## src/rtl/uart_pkg.sv

```systemverilog
// Shared definitions for the configurable UART: FSM states, frame-format codes
// and the reset bit-period divisor.
package uart_pkg;

  typedef enum logic [2:0] {
    ST_IDLE,
    ST_START,
    ST_DATA,
    ST_PARITY,
    ST_STOP
  } state_t;

  localparam logic [1:0] PAR_NONE = 2'b00;
  localparam logic [1:0] PAR_ODD  = 2'b01;
  localparam logic [1:0] PAR_EVEN = 2'b10;
  localparam logic [1:0] PAR_RSVD = 2'b11;

  localparam logic [1:0] DBITS_5 = 2'b00;
  localparam logic [1:0] DBITS_6 = 2'b01;
  localparam logic [1:0] DBITS_7 = 2'b10;
  localparam logic [1:0] DBITS_8 = 2'b11;

  localparam int unsigned DEFAULT_CLKS_PER_BIT = 868;

  function automatic logic [3:0] data_bits_n(input logic [1:0] code);
    return 4'd5 + {2'b00, code};
  endfunction

  function automatic logic [7:0] data_mask(input logic [1:0] code);
    case (code)
      DBITS_5: return 8'h1F;
      DBITS_6: return 8'h3F;
      DBITS_7: return 8'h7F;
      DBITS_8: return 8'hFF;
      default: return 8'hFF;
    endcase
  endfunction

endpackage

```

## src/rtl/uart_bit_timer.sv

```systemverilog
// Bit-period timer: counts 0..D-1 while running and strikes o_Bit_End at D-1.
// The divisor is latched on i_Load so the same block can serve the receiver.
module uart_bit_timer #(
  parameter int CNT_W   = 16,
  parameter int RST_DIV = 868
) (
  input  logic             i_Clock,
  input  logic             i_Rst_L,
  input  logic             i_Clear,
  input  logic             i_Load,
  input  logic [CNT_W-1:0] i_Div,
  output logic             o_Bit_End
);

  localparam logic [CNT_W-1:0] ONE = CNT_W'(1);

  logic [CNT_W-1:0] r_div;
  logic [CNT_W-1:0] r_cnt;
  logic             w_at_end;

  assign w_at_end  = (r_cnt == r_div - ONE);
  assign o_Bit_End = ~i_Clear & w_at_end;

  always_ff @(posedge i_Clock or negedge i_Rst_L) begin
    if (!i_Rst_L) begin
      r_div <= CNT_W'(RST_DIV);
      r_cnt <= '0;
    end else begin
      if (i_Load) r_div <= i_Div;
      if (i_Clear || w_at_end) r_cnt <= '0;
      else                     r_cnt <= r_cnt + ONE;
    end
  end

endmodule

```

## src/rtl/uart_tx_cfg.sv

```systemverilog
// Configurable UART transmitter: 5-8 data bits, none/odd/even parity, 1 or 2
// stop bits and a runtime bit period, all latched when a byte is accepted.
//
//   state     | meaning
//   ST_IDLE   | line high, ready; accepts i_TX_DV
//   ST_START  | start bit (low) for D cycles
//   ST_DATA   | data bits LSB first, r_bit_idx = bit on the line
//   ST_PARITY | parity bit (only when parity is enabled)
//   ST_STOP   | stop bit(s) high; r_bit_idx counts the stop bits
module uart_tx_cfg #(
  parameter int CLK_CNT_W            = 16,
  parameter int DEFAULT_CLKS_PER_BIT = uart_pkg::DEFAULT_CLKS_PER_BIT
) (
  input  logic                 i_Clock,
  input  logic                 i_Rst_L,
  input  logic                 i_TX_DV,
  input  logic [7:0]           i_TX_Byte,
  input  logic [CLK_CNT_W-1:0] i_Clks_Per_Bit,
  input  logic [1:0]           i_Data_Bits,
  input  logic [1:0]           i_Parity_Mode,
  input  logic                 i_Two_Stop,
  output logic                 o_TX_Ready,
  output logic                 o_TX_Active,
  output logic                 o_TX_Serial,
  output logic                 o_TX_Done
);

  import uart_pkg::*;

  state_t               r_state;
  logic [7:0]           r_byte;
  logic [2:0]           r_last_idx;
  logic                 r_par_en;
  logic                 r_par_bit;
  logic                 r_two_stop;
  logic [2:0]           r_bit_idx;
  logic                 r_serial;
  logic                 r_active;
  logic                 r_done;

  logic [CLK_CNT_W-1:0] w_div;
  logic                 w_accept;
  logic                 w_bit_end;
  logic                 w_par_en;
  logic                 w_par_bit;
  logic [2:0]           w_last_idx;
  logic [2:0]           w_next_idx;

  // Divisors below 2 are clamped so every bit lasts at least two clocks.
  assign w_div      = (i_Clks_Per_Bit < CLK_CNT_W'(2)) ? CLK_CNT_W'(2) : i_Clks_Per_Bit;
  assign w_accept   = (r_state == ST_IDLE) && i_TX_DV;
  assign w_par_en   = !((i_Parity_Mode == PAR_NONE) || (i_Parity_Mode == PAR_RSVD));
  assign w_par_bit  = (^(i_TX_Byte & data_mask(i_Data_Bits))) ^ (i_Parity_Mode == PAR_ODD);
  assign w_last_idx = 3'(data_bits_n(i_Data_Bits) - 4'd1);
  assign w_next_idx = r_bit_idx + 3'd1;

  assign o_TX_Serial = r_serial;
  assign o_TX_Active = r_active;
  assign o_TX_Ready  = ~r_active;
  assign o_TX_Done   = r_done;

  uart_bit_timer #(
    .CNT_W   (CLK_CNT_W),
    .RST_DIV (DEFAULT_CLKS_PER_BIT)
  ) u_bit_timer (
    .i_Clock   (i_Clock),
    .i_Rst_L   (i_Rst_L),
    .i_Clear   (r_state == ST_IDLE),
    .i_Load    (w_accept),
    .i_Div     (w_div),
    .o_Bit_End (w_bit_end)
  );

  always_ff @(posedge i_Clock or negedge i_Rst_L) begin
    if (!i_Rst_L) begin
      r_state    <= ST_IDLE;
      r_byte     <= '0;
      r_last_idx <= '0;
      r_par_en   <= 1'b0;
      r_par_bit  <= 1'b0;
      r_two_stop <= 1'b0;
      r_bit_idx  <= '0;
      r_serial   <= 1'b1;
      r_active   <= 1'b0;
      r_done     <= 1'b0;
    end else begin
      r_done <= 1'b0;
      case (r_state)
        ST_IDLE: begin
          r_serial <= 1'b1;
          r_active <= 1'b0;
          if (i_TX_DV) begin
            r_byte     <= i_TX_Byte;
            r_last_idx <= w_last_idx;
            r_par_en   <= w_par_en;
            r_par_bit  <= w_par_bit;
            r_two_stop <= i_Two_Stop;
            r_bit_idx  <= '0;
            r_serial   <= 1'b0;
            r_active   <= 1'b1;
            r_state    <= ST_START;
          end
        end
        ST_START: begin
          if (w_bit_end) begin
            r_serial  <= r_byte[0];
            r_bit_idx <= '0;
            r_state   <= ST_DATA;
          end
        end
        ST_DATA: begin
          if (w_bit_end) begin
            if (r_bit_idx == r_last_idx) begin
              r_bit_idx <= '0;
              if (r_par_en) begin
                r_serial <= r_par_bit;
                r_state  <= ST_PARITY;
              end else begin
                r_serial <= 1'b1;
                r_state  <= ST_STOP;
              end
            end else begin
              r_serial  <= r_byte[w_next_idx];
              r_bit_idx <= w_next_idx;
            end
          end
        end
        ST_PARITY: begin
          if (w_bit_end) begin
            r_serial  <= 1'b1;
            r_bit_idx <= '0;
            r_state   <= ST_STOP;
          end
        end
        ST_STOP: begin
          if (w_bit_end) begin
            if (r_two_stop && (r_bit_idx == 3'd0)) begin
              r_bit_idx <= 3'd1;
            end else begin
              r_serial <= 1'b1;
              r_active <= 1'b0;
              r_done   <= 1'b1;
              r_state  <= ST_IDLE;
            end
          end
        end
        default: r_state <= ST_IDLE;
      endcase
    end
  end

endmodule

```

## config.mk

```make
export PLATFORM = sky130hd
export DESIGN_NAME = uart_tx_cfg
export DESIGN_NICKNAME = d
export VERILOG_FILES = /design/src/rtl/uart_pkg.sv /design/src/rtl/uart_bit_timer.sv /design/src/rtl/uart_tx_cfg.sv
export SDC_FILE = /design/constraint.sdc
export NUM_CORES = 1
export LEC_CHECK = 0
export ABC_AREA = 1
export BUFFER_PORTS_ARGS = -buffer_cell sky130_fd_sc_hd__buf_2
export CAP_MARGIN = 5
export CORE_ASPECT_RATIO = 0.6
export CORE_MARGIN = 2
export CORE_UTILIZATION = 50
export CTS_CLUSTER_SIZE = 10
export DETAILED_ROUTE_END_ITERATION = 10
export PLACE_DENSITY = 0.8
export SYNTH_ARGS = -nofsm -noshare
export SYNTH_HDL_FRONTEND = slang
export SYNTH_HIERARCHICAL = 1
export SYNTH_SLANG_ARGS = --single-unit
```

## constraint.sdc

```tcl
create_clock -name i_Clock -period 3.1 [get_ports i_Clock]
set_input_delay 0.62 -clock i_Clock [delete_from_list [all_inputs] [get_ports i_Clock]]
set_output_delay 0.62 -clock i_Clock [all_outputs]
set_load 0.05 [all_outputs]
```

## Yosys cells after proc, flatten, opt, wreduce, memory -nomap -nowiden

Cells that the tools add are included.

| operators by class | value |
|---|---|
| add/subtract/negate cells | 5 |
| reduce and logical (&&, ||, !) cells | 19 |
| shift operators | 0 |
| multipliers | 0 |
| order comparisons | 2 |
| bitwise logic cells | 5 |
| eq/ne operators | 20 |
| mux-type cells | 37 |
| divide/modulo/power cells | 0 |

Operators with widths:

| cell | number |
|---|---|
| $mux W3 | 14 |
| $mux W16 | 2 |
| $pmux W8 S4 | 1 |
| $add A16 B1 Y16 const B | 1 |
| $eq A16 B16 Y1 | 1 |
| $lt A16 B2 Y1 const B | 1 |
| $sub A16 B1 Y16 const B | 1 |
| $mux W1 | 15 |
| $pmux W3 S5 | 1 |
| $pmux W3 S4 | 1 |
| $reduce_and A6 Y1 | 2 |
| $ne A2 B1 Y1 const B | 5 |
| $and A8 B8 Y8 | 1 |
| $ne A2 B2 Y1 const B | 4 |
| $reduce_xor A8 Y1 | 1 |
| $reduce_and A7 Y1 | 1 |
| $eq A2 B2 Y1 const B | 3 |
| $eq A3 B2 Y1 const B | 2 |
| $logic_not A3 Y1 | 2 |
| $pmux W1 S5 | 1 |
| $reduce_bool A5 Y1 | 1 |
| $eq A2 B1 Y1 const B | 2 |
| $logic_not A2 Y1 | 2 |
| $lt A3 B4 Y1 const B | 1 |
| other kinds (19) | 22 |

| word-level totals | value |
|---|---|
| memories kept | 0 |
| input port bits | 32 |
| word-level logic and storage cells | 100 |
| bits in registers | 55 |
| bits in read-only memories | 0 |
| memory bits (writable) | 0 |
| bits in latches | 0 |
| output and inout bits | 4 |

## Logic depth before layout (Yosys ltp)

Gate-level depths: netlist of run 1.

| logic depth | value |
|---|---|
| depth after elaboration | 6 |
| depth in mapped cells | 21 |
| mapped depth without buffers | 21 |

## By module

The synthesis of run 1 kept the hierarchy.

By module, submodules not included:

| module | area an instance (µm²) | instances | cells an instance | seq. area each (µm²) |
|---|---|---|---|---|
| uart_bit_timer | 2062.0 | 1 | 297 | 807.0 |
| uart_tx_cfg | 1560.2 | 1 | 231 | 576.8 |

## Worst setup path after synthesis of run 1

No wires, ideal clock.

| timing path | value |
|---|---|
| path kind | reg-to-reg |
| start | register u_bit_timer.r_div[0] |
| end | register r_state[2] |
| data arrival time | 2.088 ns |
| required time | 2.976 ns |
| path buffers | 0 |
| slack | 0.887 ns |
| period minus slack after synthesis | 2.213 ns |
| cell stages (with the launch flop) | 19 |
| cells stage by stage | dfrtp_1 -> inv_1 -> ha_1 -> nand2_1 -> nor2_1 -> nand2_1 -> nand3_1 -> nand2_1 -> inv_1 -> nand2_1 -> nor2_1 -> nand2_2 -> nor2_1 -> inv_1 -> nand3_1 -> a21boi_2 -> nand3_4 -> nand2_1 -> o21ai_1 |

| on the way | value |
|---|---|
| cells in the longest elaborated chain, start to end | 5 |

Ends and longest elaborated chain:

| item | RTL line | RTL |
|---|---|---|
| start, declared | uart_bit_timer.sv:17 | `logic [CNT_W-1:0] r_div;` |
| start signal, assigned | uart_bit_timer.sv:26 | `r_div <= CNT_W'(RST_DIV);` |
| start signal, assigned | uart_bit_timer.sv:29 | `if (i_Load) r_div <= i_Div;` |
| $sub A16 B1 Y16 * | uart_bit_timer.sv:21 | `assign w_at_end = (r_cnt == r_div - ONE);` |
| $eq A16 B16 Y1 * | uart_bit_timer.sv:21 |  |
| $and A1 B1 Y1 * | uart_bit_timer.sv:22 | `assign o_Bit_End = ~i_Clear & w_at_end;` |
| named net w_bit_end | uart_tx_cfg.sv:43 | `logic w_bit_end;` |
| $ne A2 B1 Y1 (no source line) | n/a |  |
| $reduce_and A7 Y1 (no source line) * | n/a |  |
| end signal, assigned | uart_tx_cfg.sv:76 | `r_state <= ST_IDLE;` |
| end signal, assigned | uart_tx_cfg.sv:101 | `r_state <= ST_START;` |
| end signal, assigned | uart_tx_cfg.sv:108 | `r_state <= ST_DATA;` |
| end, declared | uart_tx_cfg.sv:30 | `state_t r_state;` |

The timed path passes the listed nets; every way through them passes the cells marked *.
A chain may end at the register's enable or synchronous reset.

## Worst setup path in the final report of run 1

| timing path | value |
|---|---|
| start | register u_bit_timer.r_div[0] |
| end | register r_state[1] |

The elaborated chain is that of the path after synthesis.

==> out/qor.yml, run 1 <==
power_and_ir_drop:
  power_frac_comb_pct: 4.9
  p_sw_mw: 0.311
  clkPwrFrac_pct: 45.2
  power_density_mw_per_mm2: 360
  sequentialPowerShare_pct: 49.8
  vdd_drop_max_mv: 0.245
  power_leakage_nw: 2.10
  intPower_mw: 1.13
  sw_frac_of_total_pct: 21.6
critical_path:
  reg2reg_slack_ps: 570
  start_kind: "register"
  cp-end-kind: "register"
  arrival_ps: 2710
  reg2regPathDepth: 18
  path_class: "register to register"
  path_max_fanout: 5
  cp.required_ps: 3280
  timing.rr.end: "r_state[1]"
  worstReg2RegStart: "u_bit_timer/r_div[0]"
cts:
  post-cts-setup-buffer-count: 0
  cts_buffers: 5
  cts_buffer_depth: 2
  cts_tree: "built"
  cts.sinks: 55
  cts_htree_levels: 2
  hold_buffers: 0
  clock_latency_ps: 290
  cts_resized: 0
  clk_pin_slew_worst_paths_ps: 70
  root_buffer: "clkbuf_16"
sta:
  fmax_mhz: 395
  relSlewSlack_pct: 59.2
  period_share_pct: 81.7
  tightestPinTransition_ps: 606
  slew_viol_final: 0
  clock-skew-final_ps: 7.88
  setup_tns_ps: 0
  fin_crit_ps: 2530
  finalSetupViolations: 0
  holdWs_ps: 228
  finalHoldViolCount: 0
  rsz0062_at_grt: "false"
route:
  wirelength_um: 8610
  dr_total_vias: 3262
  first_iter_violations: 202
  wire_per_inst_um: 13.4
  vias_per_cell: 5.10
  drc_errors: 0
  drtPass1Iterations: 8
  final_antenna_net_count: 0
cells_and_area:
  nFillCells: 632
  drive_gt1_share_pct: 16.3
  multiInputGateArea_mm2: 0.00186
  ff_latch_area_mm2: 0.00138
  fin_area_mm2: 0.00400
  syn_to_final_growth_pct: 10.5
  diodes: 0
  fin_util_pct: 58.4
  finalNetCount: 589
place:
  dpl.hpwl_um: 6790
  portBuffers: 35
  gp_congestion: 0.962
  dpl_cell_area_mm2: 0.00383
global_route:
  grt_pass1_vias: 2928
  grt_start_max_net_pins: 33
  antenna_found_initial: 0
  grt_usage_pct: 22.7
  grt_remaining_overflow: 0
  grt_pass1_wl_um: 14400
floorplan:
  num_rows: 23
  io_pins: 36
  core_mm2: 0.00685
  fp.dieArea_mm2: 0.00796
  die-height_um: 69.9
  die_x_um: 114
  initial_core_util_pct: 52.9
synthesis:
  ys_top_cells_by_area: "dfrtp_1 (34%), nand2_1 (17%), inv_1 (7.2%), nor2_1 (6.1%), nand3_1 (5.4%)"
  synth_most_common_cell: "nand2_1"
  synthArstFlopShare_pct: 100
  synthTopCellsByCount: "nand2_1 (165), inv_1 (69), nor2_1 (59)"
  ys_seq_area_share_pct: 38.2
  synth_largest_area_cell: "dfrtp_1"
  synthFlopType: "dfrtp_1"
  netlist_instances: 528
  synth_warnings: 6
  synth_top_area_share_pct: 33.9
  ys_ff_latch: 55
  yosys.cell_types.count: 37
  syn-cell-area_mm2: 0.00362
  synth_edf_count: 0
  avgSynthCellArea_um2: 6.86
  synth_nets: 565
outcome:
  status: "finished clean"
min_path:
  min_path_type: "input port to async pin"
flow_run:
  max_cap_violations: 0
==> cells by family (layout without fill, tap and decap cells) <==
group                    count (synthesis)  after routing  share of synthesized area [%]
AND/OR/NAND/NOR                        300            300                           36.0
buffers and inverters                   96            121                           10.5
flip-flops                              55             55                           38.2
AO/OA/AOI/OAI                           47             47                           7.25
XOR/XNOR                                21             21                           5.08
adder cells (fa/ha/maj)                  5              5                           1.73
multiplexers                             4              4                           1.24
==> layout by cell type (no fill, tap or decap), types with 2 or more instances in the layout <==
cell and n:
nand2_1 165, inv_1 69, nor2_1 59, dfrtp_1 49, nand3_1 39, buf_2 35, o21ai_0 19, o21ai_1 16
xor2_1 15, nand2_2 11, inv_2 6, xnor2_1 6, dfstp_2 6, nand4_1 5, nor2_2 5, ha_1 5
clkbuf_16 5, nor3_1 4, a21oi_1 4, mux2_2 4, nor2_4 3, buf_4 3, nor4_1 2, o21a_1 2
nand3_2 2, o21ai_2 2
==> power groups by stage <==
stage	clock network [mW]	logic (mW)	registers (mW)
after floorplan	0	0.0293	0.731
after global placement	0	0.0694	0.731
after detailed placement	0	0.0718	0.731
after CTS	0.662	0.0721	0.717
after global routing	0.694	0.0825	0.717
final	0.651	0.0712	0.717
==> how the worst max path moves through the flow <==
stage | start | endpoint
2_1_floorplan | u_bit_timer/r_div[0] | r_state[2]
3_3_place_gp | u_bit_timer/r_div[0] | r_state[2]
3_5_place_dp | u_bit_timer/r_div[0] | r_state[1]
4_1_cts | u_bit_timer/r_div[0] | r_state[1]
5_1_grt | u_bit_timer/r_div[0] | r_bit_idx[2]
6_report | u_bit_timer/r_div[0] | r_state[1]
==> metrics by stage <==
stage	std cells	power [mW]	worst slack (ps)
6_report	640	1.44	569
5_1_grt	640	1.49	269
4_1_cts	640	1.45	599
3_5_place_dp	632	0.803	630
3_3_place_gp	632	0.800	735
2_1_floorplan	528	0.761	887
==> sequential cells by signal (all words and copies together) (netlist names) <==
signal             cells
o_TX_Serial            1
o_TX_Active            1
r_par_en               1
r_two_stop             1
o_TX_Done              1
r_state                3
r_bit_idx              3
u_bit_timer/r_div     16
r_byte                 8
r_last_idx             3
r_par_bit              1
u_bit_timer/r_cnt     16
==> worst max-delay path, cell delays in order, from the launching register on <==
cell      delay [ps]
dfrtp_1          380
inv_1            130
ha_1             250
nand2_1          150
nor2_1           170
nand2_1           90
nand3_1           90
nand2_1           50
inv_1             40
nand2_1           40
nor2_1           120
nand2_2          100
nor2_1           130
inv_1            120
nand3_1          120
a21boi_2         210
nand3_4          110
nand2_1           70
o21ai_1           60
==> layer usage <==
layer	vias to the layer above	share of wire, %	wire, um	global-route usage (%)
li1	1665	-	-	-
met1	1502	53	4540	37.3
met2	93	39	3380	29.9
met3	2	7.6	652	5.99
met4	0	0.41	35	3.25
met5	-	0	0	0
==> final cells by class <==
class | instances | share of cell area, %
Clock inverter | 3 | 1.16
Inverter | 75 | 7.04
Timing Repair Buffer | 38 | 4.94
Clock buffer | 5 | 3.13
Sequential cell | 55 | 34.6
Multi-Input combinational cell | 377 | 46.4
Tap cell | 87 | 2.72
No activity file was read; power rests on OpenSTA's default activity.
==> run 2: changes to the inputs <==
clock period = 2.56 ns   (was 3.1 ns; I/O delays follow)
==> run 2 against run 1 <==
- flip-flop and latch count unchanged
- highest routed layer unchanged
- die area unchanged
- setup slack worse by 410 ps
- design area up 1.1%
- via count up 0.49%
- register-to-register slack worse by 410 ps
- count of clock-buffer cells in the layout up 1
- maximum frequency up 5.4%
- largest power group unchanged
- hold slack worse by 31 ps
- combinational power up 24%
==> out/qor.yml, run 2 (synthesis results as in run 1) <==
cells_and_area:
  fin_area_mm2: 0.00405  # +1.1%
  nFillCells: 630  # -0.32%
  final_cells: 641  # +0.16%
  drive_gt1_share_pct: 18.1  # +1.8 points
  diodes: 0  # unchanged
  top_regs: "u_bit_timer/r_cnt: 16 flops, u_bit_timer/r_div: 16 flops, r_byte: 8 flops"
  finalNetCount: 590  # +0.17%
  fin_util_pct: 59.1  # +0.66 points
  mostFrequentLayoutCell: "nand2_1"
  mostFrequentLayoutCells: "nand2_1 (164), inv_1 (67), nor2_1 (56)"
  syn_to_final_growth_pct: 11.7
route:
  dr_total_vias: 3278  # +0.49%
  wire_per_inst_um: 14.1  # +5.0%
  wirelength_um: 9050  # +5.1%
  drc_errors: 0  # unchanged
  vias_per_cell: 5.11  # +0.33%
  drtPass1Iterations: 7  # -1
  first_iter_violations: 246  # +22%
  final_antenna_net_count: 0  # unchanged
global_route:
  grt_remaining_overflow: 0  # unchanged
  grt_pass1_wl_um: 15000  # +4.1%
  grt_pass1_vias: 2966  # +1.3%
  grt_start_max_net_pins: 33  # unchanged
  grt_usage_pct: 24.1  # +1.4 points
  antenna_found_initial: 0  # unchanged
sta:
  finalSetupViolations: 0  # unchanged
  fmax_mhz: 417  # +5.4%
  holdWs_ps: 197  # -31.4 ps
  setup_tns_ps: 0  # unchanged
  clock-skew-final_ps: 6.63  # -1.25 ps
  fin_crit_ps: 2400  # -130 ps
  finalHoldViolCount: 0  # unchanged
  timing.final.ws_setup_ps: 159  # -410 ps
  period_share_pct: 93.8  # +12 points
  tightestPinTransition_ps: 554  # -52.1 ps
  slew_viol_final: 0  # unchanged
  relSlewSlack_pct: 63.1  # +3.8 points
cts:
  cts_buffers: 5  # unchanged
  hold_buffers: 0  # unchanged
  cts_tree: "built"
  clk_pin_slew_worst_paths_ps: 70  # about the same
  root_buffer: "clkbuf_16"
  cts.sinks: 55  # unchanged
  clock_latency_ps: 300  # about the same
  cts_htree_levels: 2  # unchanged
  cts_buffer_depth: 2  # unchanged
outcome:
  status: "finished clean"
place:
  dpl.hpwl_um: 7120  # +4.8%
  pre_cts_slack_ps: 19.7  # -610 ps
  place_inst: 633  # +0.16%
  dpl_cell_area_mm2: 0.00385  # +0.52%
  gp_congestion: 0.977  # +1.5%
  portBuffers: 35  # unchanged
critical_path:
  cp-end-kind: "register"
  arrival_ps: 2590  # -120 ps
  path_class: "register to register"
  start_kind: "register"
  reg2reg_slack_ps: 160  # -410 ps
  reg2regPathDepth: 15  # -3
  worstReg2RegStart: "u_bit_timer/r_div[12]"
  timing.rr.end: "r_state[2]"
  cp.required_ps: 2750  # -530 ps
  path_max_fanout: 5  # unchanged
floorplan:
  num_rows: 23  # unchanged
  die_x_um: 114  # unchanged
  die-height_um: 69.9  # unchanged
  io_pins: 36  # unchanged
  initial_core_util_pct: 52.9  # unchanged
  core_mm2: 0.00685  # unchanged
  fp.dieArea_mm2: 0.00796  # unchanged
flow_run:
  max_cap_violations: 0  # unchanged
power_and_ir_drop:
  p_total_mw: 1.69  # +17%
  power_density_mw_per_mm2: 418  # +16%
  vdd_drop_max_mv: 0.288  # +18%
  power_leakage_nw: 2.11  # +0.79%
min_path:
  min_path_type: "input port to async pin"
==> run 2: worst max path at each step <==
stage / from / slack [ps] / cells after the start / to
2_1_floorplan: u_bit_timer/r_div[0] / 350 / 18 / r_state[2]
3_3_place_gp: u_bit_timer/r_div[0] / 200 / 18 / r_state[2]
3_5_place_dp: u_bit_timer/r_div[0] / 20 / 20 / r_bit_idx[2]
4_1_cts: u_bit_timer/r_div[0] / 30 / 20 / r_bit_idx[2]
5_1_grt: u_bit_timer/r_div[5] / -9 / 17 / r_state[2]
6_report: u_bit_timer/r_div[12] / 160 / 15 / r_state[2]
==> run 2: layout make-up <==
| cell class | instances | area, um^2 | area share, % |
|---|---|---|---|
| multi-input combinational | 377 | 1900 | 46.8 |
| sequential | 55 | 1380 | 34.2 |
| inverter | 75 | 282 | 6.96 |
| timing repair buffer | 39 | 218 | 5.38 |
| clock buffer | 6 | 139 | 3.43 |
| tap | 87 | 109 | 2.69 |
| clock inverter | 2 | 20.0 | 0.495 |
==> run 2: timing repair <==
item                       4_1_cts  5_1_grt
buffers inserted                 0        0
setup endpoints to repair        1        7
gates resized for setup          1       11
cloned                           0        0
hold endpoints to repair         0        0
==> run 2: critical path: stages (launching register included) <==
cell	delay, ps
dfrtp_1	420
nor2_1	370
nand2_1	100
nor2_1	140
a21oi_1	70
nor2_1	130
nand2_1	60
nor2_1	110
nand2_2	90
nor2_2	120
inv_2	80
nand3_1	140
a21boi_4	210
nand3_4	110
nand2_1	70
o21ai_1	60
==> run 2: power by group <==
part           internal (mW)  total (mW)  switching (mW)
Clock                  0.399       0.733           0.334
Sequential             0.868       0.868               0
Combinational         0.0332      0.0882          0.0550
Total                   1.30        1.69           0.389
==> run 2: metal layers <==
| layer | vias up | wire length (um) | GRT usage [%] |
|---|---|---|---|
| met3 | 7 | 720 | 4.95 |
| met4 | 0 | 80 | 5.69 |
| met5 | - | 0 | 0 |
| met2 | 107 | 3470 | 30.7 |
| li1 | 1664 | - | - |
| met1 | 1500 | 4780 | 40.3 |
==> run 3: changes to the inputs <==
ABC_AREA = default   (was 1)
==> run 3 against run 2 <==
- the run now ends with negative setup slack left
- flip-flop and latch count stayed put
- hold slack worse by 140 ps
- sequential power is 30% higher
- clock skew hardly changed
- critical path type unchanged
- wire length is 11% lower
==> out/qor.yml, run 3 <==
route:
  drc_errors: 0  # unchanged
  final_antenna_net_count: 0  # unchanged
  wirelength_um: 8030  # -11%
  first_iter_violations: 261  # +6.1%
  wire_per_inst_um: 17.3  # +23%
  drtPass1Iterations: 4  # -3
  vias_per_cell: 5.86  # +15%
  dr_total_vias: 2712  # -17%
sta:
  relSlewSlack_pct: 61.8  # -1.3 points
  period_share_pct: 105  # +11 points
  clock-skew-final_ps: 6.26  # -0.368 ps
  tightestPinTransition_ps: 574  # +19.8 ps
  fin_crit_ps: 2680  # +280 ps
  fmax_mhz: 373  # -10%
  finalHoldViolCount: 0  # unchanged
  setup_tns_ps: -400  # -400 ps
  finalSetupViolations: 5  # +5
  timing.final.ws_setup_ps: -121  # -280 ps
  rsz0062_at_grt: "true"
  slew_viol_final: 0  # unchanged
cts:
  clock_latency_ps: 290  # about the same
  cts_htree_levels: 2  # unchanged
  cts_buffer_depth: 2  # unchanged
  cts_buffers: 5  # unchanged
  cts_tree: "built"
  clk_pin_slew_worst_paths_ps: 70  # about the same
  cts.sinks: 55  # unchanged
  root_buffer: "clkbuf_16"
synthesis:
  yosys.cell_types.count: 74  # +100%
  ys_seq_area_share_pct: 38.3  # +0.079 points
  synthFlopType: "dfrtp_1"
  synth_top_family_by_area: "simple AND/OR/NAND/NOR gates"
  synth_top_area_share_pct: 33.9  # +0.070 points
  yosys.area_share.adder_pct: 1.73  # +0.0036 points
  synth_largest_area_cell: "dfrtp_1"
  yosys.area_share.xor_xnor_pct: 11.9  # +6.8 points
  ys_top_cells_by_area: "dfrtp_1 (34%), mux2_2 (6.9%), xnor2_1 (5.6%), dfstp_2 (4.4%), xor2_1 (4.4%)"
  synth_edf_count: 0  # unchanged
  synth.mux.area_fraction_pct: 10.5  # +9.3 points
  synth_most_common_cell: "dfrtp_1"
  synthArstFlopShare_pct: 100  # unchanged
  avgSynthCellArea_um2: 10.9  # +59%
  synth_warnings: 6  # unchanged
  netlist_instances: 332  # -37%
  synth-compound-area-share_pct: 13.7  # +6.4 points
  syn-cell-area_mm2: 0.00361  # -0.21%
  synth-simple-area-share_pct: 16.3  # -20 points
  ys_ff_latch: 55  # unchanged
  synth_nets: 369  # -35%
  synthTopCellsByCount: "dfrtp_1 (49), xnor2_1 (23), mux2_2 (22)"
cells_and_area:
  mostFrequentLayoutCell: "dfrtp_1"
  fin_util_pct: 61.1  # +2.0 points
  drive_gt1_share_pct: 41.5  # +23 points
  top_regs: "u_bit_timer/r_cnt: 16 flops, u_bit_timer/r_div: 16 flops, r_byte: 8 flops"
  syn_to_final_growth_pct: 15.3
  mostFrequentLayoutCells: "dfrtp_1 (49), buf_2 (35), buf_4 (30)"
  nFillCells: 521  # -17%
  finalNetCount: 412  # -30%
  diodes: 0  # unchanged
outcome:
  status: "complete, but fails checks"
  violations: "negative setup slack"
critical_path:
  reg2reg_slack_ps: -120  # -280 ps
  path_class: "register to register"
  cp-end-kind: "register"
  start_kind: "register"
  path_max_fanout: 6  # +1
  arrival_ps: 2860  # +270 ps
  cp.required_ps: 2740  # about the same
global_route:
  grt_start_max_net_pins: 47  # +42%
  grt_remaining_overflow: 0  # unchanged
  grt_usage_pct: 20.9  # -3.2 points
  met3_usage_pct: 3.99  # -0.95 points
  grt_pass1_wl_um: 13200  # -12%
  use_met1_pct: 32.9  # -7.5 points
  use_met2_pct: 29.5  # -1.3 points
  antenna_found_initial: 0  # unchanged
  grt_pass1_vias: 2531  # -15%
  busiest_layer: "met1"
floorplan:
  initial_core_util_pct: 53.0  # +0.11 points
  num_rows: 23  # unchanged
  die-height_um: 69.9  # -0.10%
  core_mm2: 0.00682  # -0.42%
  io_pins: 36  # unchanged
  fp.dieArea_mm2: 0.00795  # -0.20%
  die_x_um: 114  # about the same
min_path:
  min_path_type: "input port to async pin"
place:
  dpl.hpwl_um: 5860  # -18%
  gp_congestion: 0.905  # -7.3%
  portBuffers: 35  # unchanged
power_and_ir_drop:
  vdd_drop_max_mv: 0.285  # -1.1%
  power_leakage_nw: 1.81  # -15%
  p_total_mw: 2.48  # +47%
  power_density_mw_per_mm2: 596  # +43%
flow_run:
  max_cap_violations: 0  # unchanged
## run 3: worst paths after layout
path	end	depth (start not counted)	start
worst max register to register	r_state[0]	10	u_bit_timer/r_div[4]
worst max-delay path	r_state[0]	10	u_bit_timer/r_div[4]
worst min register to register	r_byte[4]	1	r_byte[4]
worst min-delay path	r_byte[6]	1	i_Rst_L
max in group asynchronous	u_bit_timer/r_cnt[7]	2	i_Rst_L
min in group i_Clock	r_two_stop	2	i_Two_Stop
## run 3: metal layers
metal | up-vias | share of wire, %
li1 | 1285 | -
met1 | 1325 | 50
met2 | 91 | 42
met3 | 11 | 7.2
met4 | 0 | 1.1
met5 | - | 0
## run 3: per-stage QoR
step / hold WS [ps] / worst slack, ps / cell area, um^2 / instances
floorplan: 216 / -54.2 / 3630 / 332
global placement: 372 / -9.70 / 3830 / 444
detailed placement: 375 / -117 / 3830 / 444
CTS: 65.2 / -37.4 / 4060 / 458
global route: 72.1 / -191 / 4170 / 463
finish: 60.8 / -121 / 4170 / 463
## run 3: final cells by class
type | instances | area (um^2) | area share [%]
Clock buffer | 8 | 136 | 3.27
Inverter | 12 | 45.0 | 1.08
Multi-Input combinational cell | 236 | 2090 | 50.2
Sequential cell | 55 | 1380 | 33.2
Tap cell | 87 | 109 | 2.61
Timing Repair Buffer | 65 | 400 | 9.61
## run 3: cells by family after synthesis
| logic type | count (synthesis) |
|---|---|
| compound gates | 62 |
| fa+ha+maj | 5 |
| mux | 31 |
| flops | 55 |
| buf+inv | 41 |
| xor+xnor | 45 |
| simple gates | 93 |
## run 3: report_power, final
group          total, mW  internal (mW)  switching [mW]
Combinational      0.704          0.374           0.330
Clock              0.649          0.364           0.284
Sequential          1.13          0.972           0.160
Total               2.48           1.71           0.774
## run 3: what timing repair did
action | 4_1_cts | 5_1_grt
hold buffers | 0 | 0
buffers inserted | 6 | 5
setup endpoints to repair | 6 | 8
pin swaps | 12 | 11
hold endpoints to repair | 0 | 0
gates resized for setup | 15 | 11
## run 3: critical path: stages (launching register included)
cell and delay [ps]:
dfrtp_1 370, buf_4 170, nor4_2 380, nand4_1 200
a211oi_1 240, a31o_2 140, and3_1 170, and3b_2 280
a21oi_2 70, nor3_4 230, mux2_4 320
